## src/rtl/key_debouncer.sv

```systemverilog
// key_debouncer: per-channel two-flop synchronizer, debounce counter and press/release pulses.
// Define KEY_DEBOUNCER_AUTOREPEAT_EN to add held-key auto-repeat pulses on key_press.
module key_debouncer #(
  parameter int N_KEYS          = 4,
  parameter int DEBOUNCE_CYCLES = 50000,
  parameter bit ACTIVE_LOW      = 1'b1,
  parameter int REPEAT_DELAY    = 25000000,
  parameter int REPEAT_PERIOD   = 5000000
) (
  input  logic              CLOCK_50,
  input  logic              RST_N,
  input  logic [N_KEYS-1:0] key_raw,
  output logic [N_KEYS-1:0] key_level,
  output logic [N_KEYS-1:0] key_press,
  output logic [N_KEYS-1:0] key_release
);

  localparam int              CW         = $clog2(DEBOUNCE_CYCLES + 1);
  localparam logic [CW-1:0]   C_TERM     = CW'(DEBOUNCE_CYCLES - 1);
  localparam logic [N_KEYS-1:0] C_RAW_IDLE = ACTIVE_LOW ? {N_KEYS{1'b1}} : {N_KEYS{1'b0}};

  if (DEBOUNCE_CYCLES < 2 || DEBOUNCE_CYCLES > (1 << 20) ||
      REPEAT_DELAY < 2 || REPEAT_PERIOD < 2) begin : g_param_check
    $error("key_debouncer: parameter out of legal range");
  end

  logic [N_KEYS-1:0] r_sync1;
  logic [N_KEYS-1:0] r_sync2;
  logic [N_KEYS-1:0] r_level;
  logic [N_KEYS-1:0] r_press;
  logic [N_KEYS-1:0] r_release;
  logic [N_KEYS-1:0] w_pressed;
  logic [N_KEYS-1:0] w_accept;
  logic [N_KEYS-1:0] w_rpt;
  logic [CW-1:0]     r_cnt [N_KEYS];

  // Synchronizer resets to the raw "released" level so no phantom press after reset.
  always_ff @(posedge CLOCK_50 or negedge RST_N) begin
    if (!RST_N) begin
      r_sync1 <= C_RAW_IDLE;
      r_sync2 <= C_RAW_IDLE;
    end else begin
      r_sync1 <= key_raw;
      r_sync2 <= r_sync1;
    end
  end

  assign w_pressed = ACTIVE_LOW ? ~r_sync2 : r_sync2;

  always_comb begin
    w_accept = '0;
    for (int i = 0; i < N_KEYS; i++) begin
      w_accept[i] = (w_pressed[i] != r_level[i]) && (r_cnt[i] == C_TERM);
    end
  end

  always_ff @(posedge CLOCK_50 or negedge RST_N) begin
    if (!RST_N) begin
      for (int i = 0; i < N_KEYS; i++) begin
        r_cnt[i] <= '0;
      end
    end else begin
      for (int i = 0; i < N_KEYS; i++) begin
        if ((w_pressed[i] == r_level[i]) || w_accept[i]) begin
          r_cnt[i] <= '0;
        end else begin
          r_cnt[i] <= r_cnt[i] + CW'(1);
        end
      end
    end
  end

  always_ff @(posedge CLOCK_50 or negedge RST_N) begin
    if (!RST_N) begin
      r_level   <= '0;
      r_press   <= '0;
      r_release <= '0;
    end else begin
      r_level   <= r_level ^ w_accept;
      r_press   <= (w_accept & ~r_level) | w_rpt;
      r_release <= w_accept & r_level;
    end
  end

`ifdef KEY_DEBOUNCER_AUTOREPEAT_EN
  localparam int            HW          = $clog2((REPEAT_DELAY > REPEAT_PERIOD ?
                                                  REPEAT_DELAY : REPEAT_PERIOD) + 1);
  localparam logic [HW-1:0] C_DELAY_LD  = HW'(REPEAT_DELAY - 1);
  localparam logic [HW-1:0] C_PERIOD_LD = HW'(REPEAT_PERIOD - 1);

  logic [HW-1:0] r_hold [N_KEYS];

  // A releasing edge never repeats; the hold timer is only meaningful while level is high.
  always_comb begin
    w_rpt = '0;
    for (int i = 0; i < N_KEYS; i++) begin
      w_rpt[i] = r_level[i] && !w_accept[i] && (r_hold[i] == '0);
    end
  end

  always_ff @(posedge CLOCK_50 or negedge RST_N) begin
    if (!RST_N) begin
      for (int i = 0; i < N_KEYS; i++) begin
        r_hold[i] <= '0;
      end
    end else begin
      for (int i = 0; i < N_KEYS; i++) begin
        if (w_accept[i]) begin
          r_hold[i] <= r_level[i] ? '0 : C_DELAY_LD;
        end else if (r_level[i] && (r_hold[i] == '0)) begin
          r_hold[i] <= C_PERIOD_LD;
        end else if (r_level[i]) begin
          r_hold[i] <= r_hold[i] - HW'(1);
        end
      end
    end
  end
`else
  assign w_rpt = '0;
`endif

  assign key_level   = r_level;
  assign key_press   = r_press;
  assign key_release = r_release;

endmodule

```

## config.mk

```make
export PLATFORM = sky130hd
export DESIGN_NAME = key_debouncer
export DESIGN_NICKNAME = d
export VERILOG_FILES = /design/src/rtl/key_debouncer.sv
export SDC_FILE = /design/constraint.sdc
export NUM_CORES = 1
export LEC_CHECK = 0
export ABC_CLOCK_PERIOD_IN_PS = 1670
export CORE_ASPECT_RATIO = 0.9
export CORE_MARGIN = 2
export CORE_UTILIZATION = 55
export CTS_BUF_LIST = sky130_fd_sc_hd__clkbuf_8
export DETAILED_ROUTE_END_ITERATION = 8
export GPL_TIMING_DRIVEN = 1
export PLACE_DENSITY = 0.77
export SKIP_LAST_GASP = 1
export SYNTH_ARGS = -nofsm -noshare
export SYNTH_HDL_FRONTEND = slang
export SYNTH_SLANG_ARGS = --single-unit
```

## constraint.sdc

```tcl
create_clock -name CLOCK_50 -period 1.67 [get_ports CLOCK_50]
set_input_delay 0.167 -clock CLOCK_50 [delete_from_list [all_inputs] [get_ports CLOCK_50]]
set_output_delay 0.167 -clock CLOCK_50 [all_outputs]
set_load 0.05 [all_outputs]
```

==> results_dict.tcl, run 1 <==
set metrics [dict create \
    core_um2 6690 \
    ir_worst_vdd_mv 0.547 \
    critical_path.cell_chain "or3_4, or4_4, nor2_4, ha_1, inv_1" \
    antenna_found_initial 0 \
    critPathRequiredTime_ns 1.95 \
    drcViolationCount 0 \
    die_width_um 92.3 \
    max_freq_ghz 0.551 \
    via_count 2894 \
    slew_headroom 0.664 \
    regToRegSetupSlack_ns -0.14 \
    power.total_mw 3.67 \
    drtPass1Iterations 4 \
    pre_cts_ws_ns -0.202 \
    slew_violations 0 \
    route.met3.wl_um 317 \
    avgSynthCellArea_um2 10.6 \
    power.density_nw_per_um2 765 \
    synth-warning-count 0 \
    layoutNonFillerInstCount 526 \
    highest_layer "met4" \
    place.gp.congestion 0.853 \
    overflow 0 \
    violations "negative setup slack" \
    synth_ff_type "dfrtp_1" \
    clock_latency_ns 0.35 \
    finalSetupViolations 19 \
    first_global_vias 2955 \
    wl_per_cell_um 14.3 \
    clk_pin_slew_ns 0.08 \
    area_growth_pct 24.1 \
    drt_iter0_markers 140 \
    max_cap_viol_count 0 \
    critPathTopFamily "simple AND/OR/NAND/NOR gates" \
    crit_buf_inv 1 \
    arrival_ns 2.10 \
    row_count 28 \
    clockBufferDepth 2 \
    skew_ns 0.00988 \
    initial_core_util 0.577 \
    end_kind "flip-flop" \
    cts-buffers-inserted 9 \
    synth_edf_count 0 \
    yosysMostFrequentCell "dfrtp_1" \
    finalSetupTns_ns -1.01 \
    die_h_um 83.5 \
    grtUsageTotal 0.202 \
    cts_root_buffer "clkbuf_8" \
    netlist.area_leader.share 0.492 \
    synthCells 366 \
    syn_area_um2 3860 \
    hold_violations 0 \
    fin_ws_ns -0.144 \
    ys_ff_latch 84 \
    syn-num-nets 384 \
    hp-class "input port to flip-flop" \
    wl_met2_um 3850 \
    htree_levels 3 \
    drive_above_1_share 0.239 \
    grt_pass1_wl_um 12700 \
    finalCritPeriodShare 1.09 \
    vias_per_cell 5.50 \
    synth.area.top_cells "dfrtp_1, xnor2_1, nor2_1, dfstp_2, ha_1" \
    dp.cells 501 \
    tightestPinTransition_ns 0.503 \
    rsz0062_at_grt "true" \
    ant_nets 0 \
    ios 18 \
    crit_fanout 2 \
    post-dp-hpwl_um 4950 \
    crit_type "flip-flop to flip-flop" \
    grt_max_degree 85 \
    cp_slowest_stage_delay_ns 0.57 \
    dieArea_um2 7710 \
    numPortBuffers 17 \
    critPathLaunchType "flip-flop" \
    synth.distinct_cells 32 \
    timing.final.crit_period_ns 1.81 \
    ys_top_cells_by_count "dfrtp_1, nor2_1, xnor2_1, nand3_1, inv_1" \
    cts.sinks 84 \
    antenna_cells 0 \
    final_util 0.716 \
    wl_met1_um 3270 \
    ys_async_sr_fraction 1.00 \
    outcome "complete, but fails checks" \
    wl_um 7500 \
    power_leakage_nw 2.06 \
    cts_tree "done" \
    final_nets 449 \
    n_fill_cell 474 \
    synth_largest_area_cell "dfrtp_1" \
    seq_area_frac_synth 0.547 \
    crit_path_top_delay_cell "or4_4" \
]
## layout make-up
cell class	count	area (µm²)	area share
timing repair buffer	59	504	0.105
tap	90	113	0.0235
clock inverter	7	68.8	0.0144
clock buffer	9	124	0.0258
inverter	20	75.1	0.0157
sequential	84	2110	0.441
multi-input combinational	257	1790	0.374
## registers in the layout, summed over array words and instances, names as in the netlist
name / count
key_level: 4
r_cnt: 64
key_release: 4
key_press: 4
r_sync2: 4
r_sync1: 4
## report_power, final
group | internal (mW) | switching [mW] | total [mW]
clock | 0.685 | 0.703 | 1.39
sequential | 2.07 | 0.0315 | 2.10
combinational | 0.0720 | 0.100 | 0.172
## logic make-up (layout without fill, tap and decap cells)
| kind of cell | Yosys count | in the layout | share of synthesized area |
|---|---|---|---|
| XOR/XNOR | 59 | 59 | 0.134 |
| AO/OA/AOI/OAI | 9 | 9 | 0.0246 |
| adder cells (fa/ha/maj) | 12 | 12 | 0.0389 |
| AND/OR/NAND/NOR | 177 | 177 | 0.229 |
| buffers and inverters | 25 | 95 | 0.0272 |
| flip-flops | 84 | 84 | 0.547 |
## through the flow
stage	area, µm²	hold WS, ns
final	4790	0.221
after global routing	4790	0.206
after CTS	4600	0.207
after detailed placement	4370	0.230
after global placement	4370	0.229
after floorplan	3870	-0.129
## timing repair
action | 4_1_cts | 5_1_grt
hold endpoints to repair | 76 | 0
hold buffers | 1 | 0
resized for setup | 7 | 39
gates cloned | 1 | 0
setup endpoints to repair | 10 | 59
setup buffers | 1 | 6
pin swaps | 2 | 16
## layout by cell type, fill, tap and decap left out, types with 8 or more instances in the layout
cell	instances
xor2_1	15
nand2_1	14
nand3_1	20
nor2_1	57
nor4_1	13
nand4_1	15
buf_4	40
dfstp_2	8
clkbuf_8	9
inv_1	22
xnor2_1	44
ha_1	10
dfrtp_1	75
nor3_1	14
## worst paths after layout
check	start	to	cells past startpoint
max	r_cnt[27]	key_level[2]	5
min	key_raw[0]	r_sync1[0]	1
max reg2reg	r_cnt[27]	key_level[2]	5
min reg2reg	r_sync1[2]	r_sync2[2]	0
max in group asynchronous	RST_N	r_sync2[3]	3
min in group asynchronous	RST_N	r_cnt[34]	3
## per-layer routing
metal,up-vias,global-route usage
met3,8,0.0569
met2,67,0.348
met1,1439,0.254
met4,0,0.0434
li1,1380,-
met5,-,0
(Power assumes the default switching activity.)
==> inputs of run 2 (changes only) <==
Settings changed: SLEW_MARGIN from default to 30.
==> results of run 2 <==
The final DEF is identical to that of run 1; final timing and power are the same.
